**config.mk**
```make
export PLATFORM = sky130hd
export DESIGN_NAME = vga_scan_ctrl
export DESIGN_NICKNAME = d
export VERILOG_FILES = /design/src/rtl/vga_pkg.sv /design/src/rtl/vga_delay_line.sv /design/src/rtl/vga_scan_ctrl.sv
export SDC_FILE = /design/constraint.sdc
export NUM_CORES = 1
export LEC_CHECK = 0
export ABC_AREA = 1
export BUFFER_PORTS_ARGS = -buffer_cell sky130_fd_sc_hd__buf_4
export CAP_MARGIN = 10
export CORE_MARGIN = 2
export CORE_UTILIZATION = 25
export DETAILED_ROUTE_END_ITERATION = 10
export SETUP_SLACK_MARGIN = 0.4
export SYNTH_ARGS = -nofsm -noshare
export SYNTH_HDL_FRONTEND = slang
export SYNTH_SLANG_ARGS = --single-unit
export TNS_END_PERCENT = 1
```
**constraint.sdc**
```tcl
create_clock -name clk_i -period 1.6 [get_ports clk_i]
set_clock_uncertainty 0.05 [all_clocks]
set_input_delay 0.32 -clock clk_i [delete_from_list [all_inputs] [get_ports clk_i]]
set_output_delay 0.32 -clock clk_i [all_outputs]
set_load 0.05 [all_outputs]
```
**src/rtl/vga_pkg.sv**
```systemverilog
// Shared types and default 640x480@60 timing for the VGA scan controller.
package vga_pkg;

   localparam int DEF_H_ACTIVE = 640;
   localparam int DEF_H_FP     = 16;
   localparam int DEF_H_SYNC   = 96;
   localparam int DEF_H_BP     = 48;
   localparam int DEF_V_ACTIVE = 480;
   localparam int DEF_V_FP     = 10;
   localparam int DEF_V_SYNC   = 2;
   localparam int DEF_V_BP     = 33;

   // Clocks per line.
   function automatic int h_total(input int act, input int fp, input int sync, input int bp);
      return act + fp + sync + bp;
   endfunction

   // Lines per frame.
   function automatic int v_total(input int act, input int fp, input int sync, input int bp);
      return act + fp + sync + bp;
   endfunction

   typedef struct packed {
      logic [3:0] r;
      logic [3:0] g;
      logic [3:0] b;
   } pixel_t;

   // hs/vs are "in sync pulse" flags; polarity is applied only at the pins.
   typedef struct packed {
      logic active;
      logic hs;
      logic vs;
   } sync_t;

   localparam sync_t SYNC_IDLE = '{active: 1'b0, hs: 1'b0, vs: 1'b0};

   typedef enum logic {
      ST_IDLE = 1'b0,
      ST_RUN  = 1'b1
   } scan_state_t;

endpackage

```
**src/rtl/vga_delay_line.sv**
```systemverilog
// Fixed-depth shift register that holds timing flags while the framebuffer
// read is in flight, so syncs reach the pins alongside their pixel data.
module vga_delay_line
   import vga_pkg::*;
#(
   parameter int DEPTH = 2
) (
   input  logic  i_clk,
   input  logic  i_clr,
   input  sync_t i_d,
   output sync_t o_q
);

   sync_t r_stage [DEPTH];

   // Advance one stage per clock; clear flushes every stage to blank/inactive.
   always_ff @(posedge i_clk) begin
      if (i_clr) begin
         for (int i = 0; i < DEPTH; i++) r_stage[i] <= SYNC_IDLE;
      end else begin
         r_stage[0] <= i_d;
         for (int i = 1; i < DEPTH; i++) r_stage[i] <= r_stage[i-1];
      end
   end

   assign o_q = r_stage[DEPTH-1];

endmodule

```
**src/rtl/vga_scan_ctrl.sv**
```systemverilog
// VGA display engine: raster counters, framebuffer read requests, and
// pin-level sync/colour re-aligned to the framebuffer read latency.
//
//   state   | meaning
//   --------+-------------------------------------------------------------
//   ST_IDLE | counters parked at 0, no requests, syncs inactive, RGB black
//   ST_RUN  | raster scanning; leaves only at the last clock of a frame
module vga_scan_ctrl
   import vga_pkg::*;
#(
   parameter int   H_ACTIVE = DEF_H_ACTIVE,
   parameter int   H_FP     = DEF_H_FP,
   parameter int   H_SYNC   = DEF_H_SYNC,
   parameter int   H_BP     = DEF_H_BP,
   parameter int   V_ACTIVE = DEF_V_ACTIVE,
   parameter int   V_FP     = DEF_V_FP,
   parameter int   V_SYNC   = DEF_V_SYNC,
   parameter int   V_BP     = DEF_V_BP,
   parameter logic HS_POL   = 1'b0,
   parameter logic VS_POL   = 1'b0,
   parameter int   RD_LAT   = 2,
   parameter int   ADDR_W   = 19
) (
   input  logic              clk_i,
   input  logic              rst_i,
   input  logic              enable_i,
   input  logic [ADDR_W-1:0] fb_base_i,
   output logic              rd_en_o,
   output logic [ADDR_W-1:0] rd_addr_o,
   input  logic [11:0]       rd_data_i,
   output logic              vga_hs_o,
   output logic              vga_vs_o,
   output logic [3:0]        vga_r_o,
   output logic [3:0]        vga_g_o,
   output logic [3:0]        vga_b_o,
   output logic              frame_start_o,
   output logic              vblank_o
);

   localparam int H_TOTAL = h_total(H_ACTIVE, H_FP, H_SYNC, H_BP);
   localparam int V_TOTAL = v_total(V_ACTIVE, V_FP, V_SYNC, V_BP);
   localparam int HW      = $clog2(H_TOTAL);
   localparam int VW      = $clog2(V_TOTAL);

   localparam logic [HW-1:0]     H_LAST   = HW'(H_TOTAL - 1);
   localparam logic [HW-1:0]     H_ACT    = HW'(H_ACTIVE);
   localparam logic [HW-1:0]     HS_START = HW'(H_ACTIVE + H_FP);
   localparam logic [HW-1:0]     HS_END   = HW'(H_ACTIVE + H_FP + H_SYNC);
   localparam logic [VW-1:0]     V_LAST   = VW'(V_TOTAL - 1);
   localparam logic [VW-1:0]     V_ACT    = VW'(V_ACTIVE);
   localparam logic [VW-1:0]     VS_START = VW'(V_ACTIVE + V_FP);
   localparam logic [VW-1:0]     VS_END   = VW'(V_ACTIVE + V_FP + V_SYNC);
   localparam logic [HW-1:0]     H_ONE    = HW'(1);
   localparam logic [VW-1:0]     V_ONE    = VW'(1);
   localparam logic [ADDR_W-1:0] ADDR_ONE = ADDR_W'(1);

   scan_state_t       r_state;
   scan_state_t       w_state_nxt;
   logic [HW-1:0]     r_h_cnt;
   logic [HW-1:0]     w_h_nxt;
   logic [VW-1:0]     r_v_cnt;
   logic [VW-1:0]     w_v_nxt;
   logic [ADDR_W-1:0] r_base;
   logic [ADDR_W-1:0] w_base_nxt;

   logic              w_running;
   logic              w_h_last;
   logic              w_v_last;
   logic              w_origin;

   logic              r_active;
   logic              r_hs_t;
   logic              r_vs_t;
   logic              r_vblank;
   logic              r_frame_start;
   logic [ADDR_W-1:0] r_addr;

   sync_t             w_sync_t;
   sync_t             w_sync_d;
   pixel_t            w_pix;

   logic              r_hs;
   logic              r_vs;
   logic [3:0]        r_r;
   logic [3:0]        r_g;
   logic [3:0]        r_b;

   assign w_running = (r_state == ST_RUN);
   assign w_h_last  = (r_h_cnt == H_LAST);
   assign w_v_last  = (r_v_cnt == V_LAST);
   assign w_origin  = (r_h_cnt == '0) && (r_v_cnt == '0);

   // State, raster counters and latched base address.
   always_ff @(posedge clk_i) begin
      if (rst_i) begin
         r_state <= ST_IDLE;
         r_h_cnt <= '0;
         r_v_cnt <= '0;
         r_base  <= '0;
      end else begin
         r_state <= w_state_nxt;
         r_h_cnt <= w_h_nxt;
         r_v_cnt <= w_v_nxt;
         r_base  <= w_base_nxt;
      end
   end

   // Next state and counter update; the base only moves at a frame boundary
   // so a mid-frame base write cannot tear the picture.
   always_comb begin
      w_state_nxt = r_state;
      w_h_nxt     = r_h_cnt;
      w_v_nxt     = r_v_cnt;
      w_base_nxt  = r_base;
      case (r_state)
         ST_IDLE: begin
            w_h_nxt = '0;
            w_v_nxt = '0;
            if (enable_i) begin
               w_state_nxt = ST_RUN;
               w_base_nxt  = fb_base_i;
            end
         end
         ST_RUN: begin
            if (w_h_last) begin
               w_h_nxt = '0;
               if (w_v_last) begin
                  w_v_nxt = '0;
                  if (enable_i) w_base_nxt  = fb_base_i;
                  else          w_state_nxt = ST_IDLE;
               end else begin
                  w_v_nxt = r_v_cnt + V_ONE;
               end
            end else begin
               w_h_nxt = r_h_cnt + H_ONE;
            end
         end
         default: w_state_nxt = ST_IDLE;
      endcase
   end

   // Timing-domain flags and the read address, one clock behind the counters.
   // The address reloads at the frame origin and otherwise steps once after
   // each issued request, so it parks on the next pixel through blanking.
   always_ff @(posedge clk_i) begin
      if (rst_i) begin
         r_active      <= 1'b0;
         r_hs_t        <= 1'b0;
         r_vs_t        <= 1'b0;
         r_vblank      <= 1'b0;
         r_frame_start <= 1'b0;
         r_addr        <= '0;
      end else begin
         r_active      <= w_running && (r_h_cnt < H_ACT) && (r_v_cnt < V_ACT);
         r_hs_t        <= w_running && (r_h_cnt >= HS_START) && (r_h_cnt < HS_END);
         r_vs_t        <= w_running && (r_v_cnt >= VS_START) && (r_v_cnt < VS_END);
         r_vblank      <= w_running && (r_v_cnt >= V_ACT);
         r_frame_start <= w_running && w_origin;
         if (w_running && w_origin) r_addr <= r_base;
         else if (r_active)         r_addr <= r_addr + ADDR_ONE;
      end
   end

   assign w_sync_t = '{active: r_active, hs: r_hs_t, vs: r_vs_t};

   vga_delay_line #(
      .DEPTH (RD_LAT)
   ) u_delay (
      .i_clk (clk_i),
      .i_clr (rst_i),
      .i_d   (w_sync_t),
      .o_q   (w_sync_d)
   );

   assign w_pix = pixel_t'(rd_data_i);

   // Pin register: delayed syncs and returned colour captured on the same edge.
   always_ff @(posedge clk_i) begin
      if (rst_i) begin
         r_hs <= ~HS_POL;
         r_vs <= ~VS_POL;
         r_r  <= '0;
         r_g  <= '0;
         r_b  <= '0;
      end else begin
         r_hs <= w_sync_d.hs ? HS_POL : ~HS_POL;
         r_vs <= w_sync_d.vs ? VS_POL : ~VS_POL;
         if (w_sync_d.active) begin
            r_r <= w_pix.r;
            r_g <= w_pix.g;
            r_b <= w_pix.b;
         end else begin
            r_r <= '0;
            r_g <= '0;
            r_b <= '0;
         end
      end
   end

   assign rd_en_o       = r_active;
   assign rd_addr_o     = r_addr;
   assign frame_start_o = r_frame_start;
   assign vblank_o      = r_vblank;
   assign vga_hs_o      = r_hs;
   assign vga_vs_o      = r_vs;
   assign vga_r_o       = r_r;
   assign vga_g_o       = r_g;
   assign vga_b_o       = r_b;

endmodule

```
==> results of run 1 <==
## worst reg2reg max path, delay by kind of cell, from the launching register on
kind	cells	cell delay (ps)
AO/OA/AOI/OAI	2	270
AND/OR/NAND/NOR	3	340
buffers and inverters	3	380
adder cells (fa/ha/maj)	1	130
flip-flops	1	320
## worst paths after layout
path	endpoint	startpoint	cells after the start
max reg2reg	r_base[17]$_SDFFE_PP0P_	r_v_cnt[0]$_SDFFE_PP0P_	9
max	r_base[17]$_SDFFE_PP0P_	r_v_cnt[0]$_SDFFE_PP0P_	9
min reg2reg	vga_vs_o$_SDFF_PP1_	u_delay.r_stage[0][3]$_SDFF_PP0_	1
min	vga_r_o[0]$_SDFF_PP0_	rd_data_i[8]	3
## per-stage QoR
step / TNS (ps) / setup WS [ps] / instance area (um2) / util [%]
after floorplan: 0 / 138 / 4110 / -
after detailed placement: -2480 / -129 / 5160 / 32.7
final: -16.5 / -13.6 / 5960 / 37.8
after CTS: 0 / 6.42 / 5710 / 36.2
after global placement: -1440 / -106 / 5160 / 32.7
after global routing: -2760 / -126 / 5960 / 37.8
## cells in the mapped netlist, drive strengths merged (4+ instances only)
cell    count
dfxtp      84
nand2     141
ha          6
nor3       10
xor2        5
a21oi      33
nand4      30
nand3      54
nor2       93
buf        12
nand3b      4
inv        70
o21ai      12
clkbuf     10
## power by group
| group | total [mW] | switching (mW) | internal (mW) | leakage [nW] |
|---|---|---|---|---|
| clock network | 2.12 | 0.897 | 1.22 | 0.145 |
| logic | 0.769 | 0.436 | 0.333 | 1.73 |
| registers | 2.18 | 0.0471 | 2.13 | 0.695 |
| total | 5.07 | 1.38 | 3.69 | 2.57 |
## per-layer routing
| layer | wire, um | track usage, % | share of wire (%) |
|---|---|---|---|
| met1 | 5220 | 17.2 | 45 |
| met3 | 376 | 3.12 | 3.2 |
| met5 | 0 | 0 | 0 |
| met4 | 232 | 6.20 | 2.0 |
| met2 | 5840 | 23.3 | 50 |
## registers in the layout, summed over array words and instances, names as in the netlist, 4 cells and up
| name | flops |
|---|---|
| vga_r_o | 4 |
| vga_b_o | 4 |
| rd_addr_o | 19 |
| vga_g_o | 4 |
| u_delay.r_stage | 6 |
| r_v_cnt | 10 |
| r_h_cnt | 10 |
| r_base | 19 |
## repair_timing
| item | in CTS | in global routing |
|---|---|---|
| gates resized for setup | 32 | 59 |
| setup buffers | 7 | 2 |
| endpoints found under the setup margin | 97 | 101 |
| pin swaps | 14 | 37 |
| gates cloned | 6 | 2 |
## cells by family (layout without fill, tap and decap cells)
logic type      count (synthesis)  count (layout)  share of synthesized area (%)
compound gates                 53              53                           7.40
xor+xnor                        7               7                           1.54
simple gates                  338             342                           37.5
fa+ha+maj                       6               6                           1.88
flops                          84              84                           42.1
buf+inv                        93             217                           9.53
## final cells by class
class	instances	area share, %
clock buffers	9	3.78
clock inverters	7	1.26
inverters	71	4.62
multi-input cells	408	37.6
flip-flops and latches	84	29.2
well taps	216	4.54
repair buffers	130	19.0
==> out/qor.txt, run 1 <==
Outcome - finished with violations
Failing checks - negative setup slack
Storage cell area - 1740 um2
Unique masters post-synth - 33
RSZ-0062 raised after global routing - yes
Total track usage - 13.9%
Post-synth net total - 621
Core area - 15800 um2
Hold Vio Cnt, Final - 0
# Max-Cap Violations - 0
Power Density - 851 nW/um2
Cell taking the most area after synthesis - dfxtp_1
Synth-to-layout area growth - 49.3%
Critical path cell sequence - inv_2 > ha_4 > buf_4 > nand4_4 > o21ai_4 > buf_4 > nand3_4 > nand2_1 > a21oi_1
Router iterations before antenna repair - 4
Clk Latency, worst-skew pair - 340 ps
WP data arrival - 1770 ps
Syn. warnings - 0
Antenna violations before repair - 0
Layout Nets - 744
Top_reg_cell synth - dfxtp_1
Worst hold path type - in -> reg
Worst EP required - 1760 ps
CP startpoint kind - flop
Avg Synthesized Cell Area - 6.87 um2
Worst-path cell with the longest stage delay - dfxtp_2
FF+latch count, synth - 84
TritonCTS clock tree - yes
Initial core utilization - 25.3%
DRC violation count after routing - 0
Full die area - 17000 um2
Crit end category - flop
Cells after DPL - 892
VDD IR-drop max - 443 uV
Setup violators final - 2
H-tree level count - 3
Root Driver - clkbuf_16
First-pass GRT wire length - 18700 um
Clk sinks - 84
Proportion of synthesized chip area in sequential cells - 42.1%
Post-synth top area share - 42.1%
Largest net degree at the start of global routing - 39
GPL Wtd Cong - 0.866
Leakage power total - 2.57 nW
Vias/cell - 4.44
Most frequent cells in the layout - 131 x nand2_1, 110 x buf_4, 80 x nor2_1
Grt ovf - 0
Rel. slew slack - 68.7%
Slew Limit Fails - 0
Max Clk Rate - 0.620 GHz
Share of flip-flops with an asynchronous set or reset - 0%
Buf/Inv on CP - 3
Crit-path max cell delay - 320 ps
Layout Cells excl Fill - 925
WL per Instance - 12.6 um
Fin crit share - 101%
1st-iter DRT viols - 201
Core Rows - 46
Worst hold slack - 142 ps
Tmin final - 1610 ps
Area contributors post-synth - dfxtp_1 42%, nand2_1 13%, nor2_1 8.7%
DPL Wire Length - 8160 um
DIE HEIGHT - 130 um
Pwr Total - 5.07 mW
Most common cell after layout, fill and taps aside - nand2_1
Reg clk slew, reported paths - 60 ps
PortBufs - 69
CTS Buffer Depth - 2
Layout cells sized above 1 - 32.9%
Post-synth EDFFs - 0
Vias in the first global route - 3851
Multi-input logic area - 2240 um2
PnR worst setup slack - -13.6 ps
Ant diodes - 0
Delay-heaviest family, CP - buffers and inverters
Num CTS Buffers - 9
Die Span X - 130 um
IO Pins - 70
Post-DRT Antenna Nets - 0
Hold-fix buffers, CTS - 0
Worst Setup Path Type - reg -> reg
Routed WL - 11700 um
Via count - 4104
Worst Tran Pin Value - 469 ps
CP max FO - 6
Cell area after synthesis - 3990 um2
Fillers - 1660
R2r setup slk - -10 ps
Synth Instances - 581
Worst path most repeated cell - buf_4
Power figures use the tool's default switching activity.
==> run 2: changes to the inputs <==
Settings changed: PLACE_DENSITY set to 0.39.
Clock period 1.6 ns to 2.04 ns, I/O delays scaled along.
==> out/qor.txt, run 2 (synthesis gave the netlist of run 1 again) <==
Root Driver - clkbuf_16
Largest net degree at the start of global routing - 39 (unchanged)
1st-iter DRT viols - 176 (-12%)
Max Clk Rate - 0.602 GHz (-2.9%)
Leakage power total - 2.35 nW (-8.5%)
Setup TNS - 0 ps (+16.5 ps)
Worst hold path type - in -> reg
H-tree level count - 3 (unchanged)
Layout cells sized above 1 - 25.2% (-7.6 points)
WL per Instance - 13.6 um (+8.0%)
DRC violation count after routing - 0 (unchanged)
Routed WL - 12100 um (+3.4%)
Core Rows - 46 (unchanged)
Post-route design area - 5450 um2 (-8.6%)
First-pass GRT wire length - 18400 um (-1.3%)
Clk sinks - 84 (unchanged)
CP max FO - 7 (+1)
Die Span X - 130 um (unchanged)
Worst Reg-to-Reg Cells - 10 (+1)
Slew Limit Fails - 0 (unchanged)
Via count - 3918 (-4.5%)
Antenna violations before repair - 0 (unchanged)
Initial core utilization - 25.3% (unchanged)
CP startpoint kind - flop
Full die area - 17000 um2 (unchanged)
Outcome - finished clean
# Max-Cap Violations - 0 (unchanged)
Ant diodes - 0 (unchanged)
Core area - 15800 um2 (unchanged)
Layout Nets - 707 (-5.0%)
RSZ-0062 raised after global routing - yes
WP data arrival - 1830 ps (+60 ps)
Most common cell after layout, fill and taps aside - nand2_1
Grt ovf - 0 (unchanged)
Fin crit share - 81.5% (-19 points)
Hold-fix buffers, CTS - 0 (unchanged)
Tmin final - 1660 ps (+48.6 ps)
Post-DRT Antenna Nets - 0 (unchanged)
Worst hold slack - 228 ps (+86.0 ps)
Setup violators final - 0 (-2)
DPL Wire Length - 8410 um (+3.2%)
Worst Tran Pin Value - 565 ps (+95.9 ps)
Worst hold path depth - 3 (unchanged)
Total track usage - 14.2% (+0.31 points)
Crit end category - flop
Rel. slew slack - 62.3% (-6.4 points)
Clk Latency, worst-skew pair - 340 ps (about the same)
Reg clk slew, reported paths - 60 ps (about the same)
VDD IR-drop max - 366 uV (-17%)
Synth-to-layout area growth - 36.5%
IO Pins - 70 (unchanged)
Fillers - 1746 (+5.2%)
DIE HEIGHT - 130 um (unchanged)
Placed instance area - 4760 um2 (-7.8%)
Worst Setup Path Type - reg -> reg
GPL Wtd Cong - 0.778 (-10%)
Hold Vio Cnt, Final - 0 (unchanged)
Num CTS Buffers - 9 (unchanged)
PnR worst setup slack - 378 ps (+391 ps)
Worst EP required - 2210 ps (+450 ps)
Vias/cell - 4.42 (-0.33%)
TritonCTS clock tree - yes
Router iterations before antenna repair - 4 (unchanged)
Most frequent cells in the layout - 136 x nand2_1, 87 x nor2_1, 86 x buf_4
Power Density - 727 nW/um2 (-15%)
Vias in the first global route - 3600 (-6.5%)
PortBufs - 69 (unchanged)
Pre-CTS worst setup slack - 10.5 ps (+140 ps)
CTS Buffer Depth - 2 (unchanged)
run 2: changes by cell type in the layout (fill, tap and decap cells not counted), sizes merged:
cell      delta
buf         -35
inv          -2
clkinvlp     -1
clkbuf       -1
bufinv       +1
nand2        -1
run 2: worst max-delay path: stages (launching register included):
cell and delay, ps:
dfxtp_4 370, inv_4 70, ha_4 160, nand3_4 80
nor2_4 130, nand3_4 180, buf_6 200, nand3_1 60
o21ai_0 100, nor2_1 90, nor2_1 40
run 2: through the flow:
step	std cells	utilization, %	power, mW
4_1_cts	878	33.4	3.99
5_1_grt	886	34.5	4.12
3_5_place_dp	853	30.2	2.17
3_3_place_gp	853	30.2	2.17
2_1_floorplan	581	-	2.01
6_report	886	34.5	3.96
run 2: what timing repair did:
| item | CTS | global route |
|---|---|---|
| gates resized for setup | 24 | 37 |
| cloned | 4 | 1 |
| buffers inserted | 7 | 7 |
| pin swaps | 5 | 15 |
| setup endpoints to repair | 50 | 55 |
run 2: area by class of cell:
class | instances | area (um2) | share of cell area, %
clock buffer | 9 | 225 | 4.13
clock inverter | 5 | 78.8 | 1.45
inverter | 71 | 273 | 5.01
multi-input combinational | 407 | 2100 | 38.6
sequential | 84 | 1710 | 31.4
tap | 216 | 270 | 4.96
timing repair buffer | 94 | 787 | 14.4
run 2: where the power goes:
group	internal (mW)	switching, mW
logic	0.204	0.304
clock network	1.06	0.668
registers	1.68	0.0452
total	2.94	1.02
run 2: worst paths after layout:
kind / from / end / slack, ps
hold reg to reg: u_delay.r_stage[0][4]$_SDFF_PP0_ / vga_hs_o$_SDFF_PP1_ / 320
setup reg to reg: r_v_cnt[0]$_SDFFE_PP0P_ / rd_addr_o[11]$_SDFFE_PP0P_ / 380
setup / recovery: r_v_cnt[0]$_SDFFE_PP0P_ / rd_addr_o[11]$_SDFFE_PP0P_ / 380
hold / removal: rd_data_i[3] / vga_b_o[3]$_SDFF_PP0_ / 230
run 2: metal layers:
layer	track usage, %	up-vias	part of all wire, %
li1	-	2049	-
met1	17.3	1810	45
met2	24.5	46	51
met3	2.91	13	2.2
met4	6.20	0	1.6
met5	0	-	0
==> run 3: changes to the inputs <==
Settings changed: PLACE_DENSITY 0.39 to 0.4.
Clock period 2.04 ns to 1.5 ns, I/O delays scaled along.
==> out/qor.txt, run 3 (synthesis gave the netlist of run 1 again) <==
R2r setup slk - -110 ps (-490 ps)
Placed instance area - 5340 um2 (+12%)
Layout Cells excl Fill - 937 (+5.8%)
Worst hold path depth - 3 (unchanged)
Pwr Total - 5.50 mW (+39%)
Rel. slew slack - 69.8% (+7.5 points)
# Max-Cap Violations - 0 (unchanged)
Worst EP required - 1730 ps (-480 ps)
Via count - 4113 (+5.0%)
Slew Limit Fails - 0 (unchanged)
Pre-CTS worst setup slack - -172 ps (-182 ps)
Crit end category - flop
CP max FO - 23 (+16)
Leakage power total - 2.72 nW (+16%)
Most frequent cells in the layout - 132 x nand2_1, 92 x buf_4, 78 x nor2_1
Reg2reg start - r_h_cnt[1]$_SDFF_PP0_
Worst-path cell with the longest stage delay - dfxtp_2
Num CTS Buffers - 9 (unchanged)
Vias/cell - 4.39 (-0.74%)
Worst hold path endpoint - vga_r_o[3]$_SDFF_PP0_
Vias in the first global route - 4037 (+12%)
Router iterations before antenna repair - 4 (unchanged)
TritonCTS clock tree - yes
WP depth - 12 (+2)
Antenna violations before repair - 0 (unchanged)
H-tree level count - 3 (unchanged)
1st-iter DRT viols - 159 (-9.7%)
Fillers - 1648 (-5.6%)
Layout cells sized above 1 - 37.6% (+12 points)
VDD IR-drop max - 485 uV (+33%)
Crit-path max cell delay - 340 ps (-30 ps)
DRC violation count after routing - 0 (unchanged)
Setup TNS - -3340 ps (-3340 ps)
Full die area - 17000 um2 (unchanged)
Reg clk slew, reported paths - 60 ps (about the same)
Max Clk Rate - 0.619 GHz (+2.9%)
Post-DRT Antenna Nets - 0 (unchanged)
GPL Wtd Cong - 0.780 (+0.26%)
Critical path cell sequence - buf_6 > ha_4 > nand3_4 > inv_2 > nand4_1 > nand2_2 > buf_6 > nand3_4 > buf_12 > nand2_1 > nand2_1 > nor2_1
Largest net degree at the start of global routing - 39 (unchanged)
Initial core utilization - 25.3% (unchanged)
Die Span X - 130 um (unchanged)
Tmin final - 1610 ps (-47.6 ps)
CP startpoint kind - flop
Power Density - 873 nW/um2 (+20%)
IO Pins - 70 (unchanged)
Grt ovf - 0 (unchanged)
Most common cell after layout, fill and taps aside - nand2_1
Worst Setup Path Type - reg -> reg
Synth-to-layout area growth - 58.0%
Delay-heaviest family, CP - simple AND/OR/NAND/NOR gates
Final core utilization - 40.0% (+5.5 points)
Setup violators final - 47 (+47)
Total track usage - 15.4% (+1.1 points)
Worst Reg-to-Reg Cells - 12 (+2)
Outcome - finished with violations
Core Rows - 46 (unchanged)
Fin crit share - 108% (+26 points)
DIE HEIGHT - 130 um (unchanged)
Ant diodes - 0 (unchanged)
RSZ-0062 raised after global routing - yes
WP data arrival - 1850 ps (+20 ps)
Buf/Inv on CP - 4 (+2)
Hold Vio Cnt, Final - 0 (unchanged)
First-pass GRT wire length - 20200 um (+9.5%)
Hold path startpoint - rd_data_i[11]
Post-route design area - 6310 um2 (+16%)
Routed WL - 12600 um (+4.1%)
DPL Wire Length - 9170 um (+9.0%)
Cells after DPL - 914 (+7.2%)
Worst hold slack - 115 ps (-113 ps)
CTS Buffer Depth - 2 (unchanged)
Worst Tran Pin Value - 453 ps (-112 ps)
Multi-input logic area - 2210 um2 (+4.9%)
PnR worst setup slack - -115 ps (-492 ps)
Worst hold path type - in -> reg
Clk Latency, worst-skew pair - 350 ps (about the same)
Critical R2R Capture - r_base[11]$_SDFFE_PP0P_
Layout Nets - 756 (+6.9%)
Failing checks - negative setup slack
Clk sinks - 84 (unchanged)
Root Driver - clkbuf_16
Storage cell area - 1770 um2 (+3.2%)
PortBufs - 69 (unchanged)
Core area - 15800 um2 (unchanged)
WL per Instance - 13.4 um (-1.5%)
[run 3: cell count changes in the layout (fill, tap and decap cells not counted), moves of 9 or more]
cell	change
buf_6	+13
nor2_1	-9
dfxtp_4	+10
dfxtp_1	-24
buf_8	+31
dfxtp_2	+14
[run 3: layer usage]
layer	wire, um	share of wire, %	track usage, %	vias up
met5	0	0	0	-
met4	224	1.8	6.26	0
met3	385	3.1	3.08	16
met2	6190	49	25.5	52
met1	5770	46	19.6	1901
li1	-	-	-	2144
[run 3: how the worst max path moves through the flow]
| stage | slack (ps) | start | end |
|---|---|---|---|
| final | -110 | r_h_cnt[1]$_SDFF_PP0_ | r_base[11]$_SDFFE_PP0P_ |
| after global routing | -220 | r_h_cnt[0]$_SDFF_PP0_ | rd_addr_o[10]$_SDFFE_PP0P_ |
| after CTS | -130 | r_v_cnt[6]$_SDFFE_PP0P_ | rd_addr_o[13]$_SDFFE_PP0P_ |
| after detailed placement | -170 | r_h_cnt[1]$_SDFF_PP0_ | r_v_cnt[4]$_SDFFE_PP0P_ |
| after global placement | -220 | r_state$_SDFF_PP0_ | r_vs_t$_SDFF_PP0_ |
| after floorplan | 40 | r_v_cnt[0]$_SDFFE_PP0P_ | r_base[10]$_SDFFE_PP0P_ |
[run 3: worst min-delay path: stages]
cell,delay (ps)
buf_4,70
inv_1,30
nor2_1,70
[run 3: what timing repair did]
action	in CTS	in global routing
gates resized for setup	121	48
pin swaps	6	20
endpoints found under the setup margin	100	112
buffers inserted	1	3
gates cloned	0	3
hold buffers	0	0
[run 3: cell type report]
type | count | area share, %
Tap cell | 216 | 4.28
Clock buffer | 12 | 4.25
Inverter | 71 | 4.40
Multi-Input combinational cell | 405 | 35.0
Sequential cell | 84 | 28.0
Timing Repair Buffer | 145 | 23.2
Clock inverter | 4 | 0.833
[run 3: report_power, final]
group,internal [mW],switching [mW]
Sequential,2.27,0.0568
Combinational,0.338,0.438
Clock,1.45,0.951
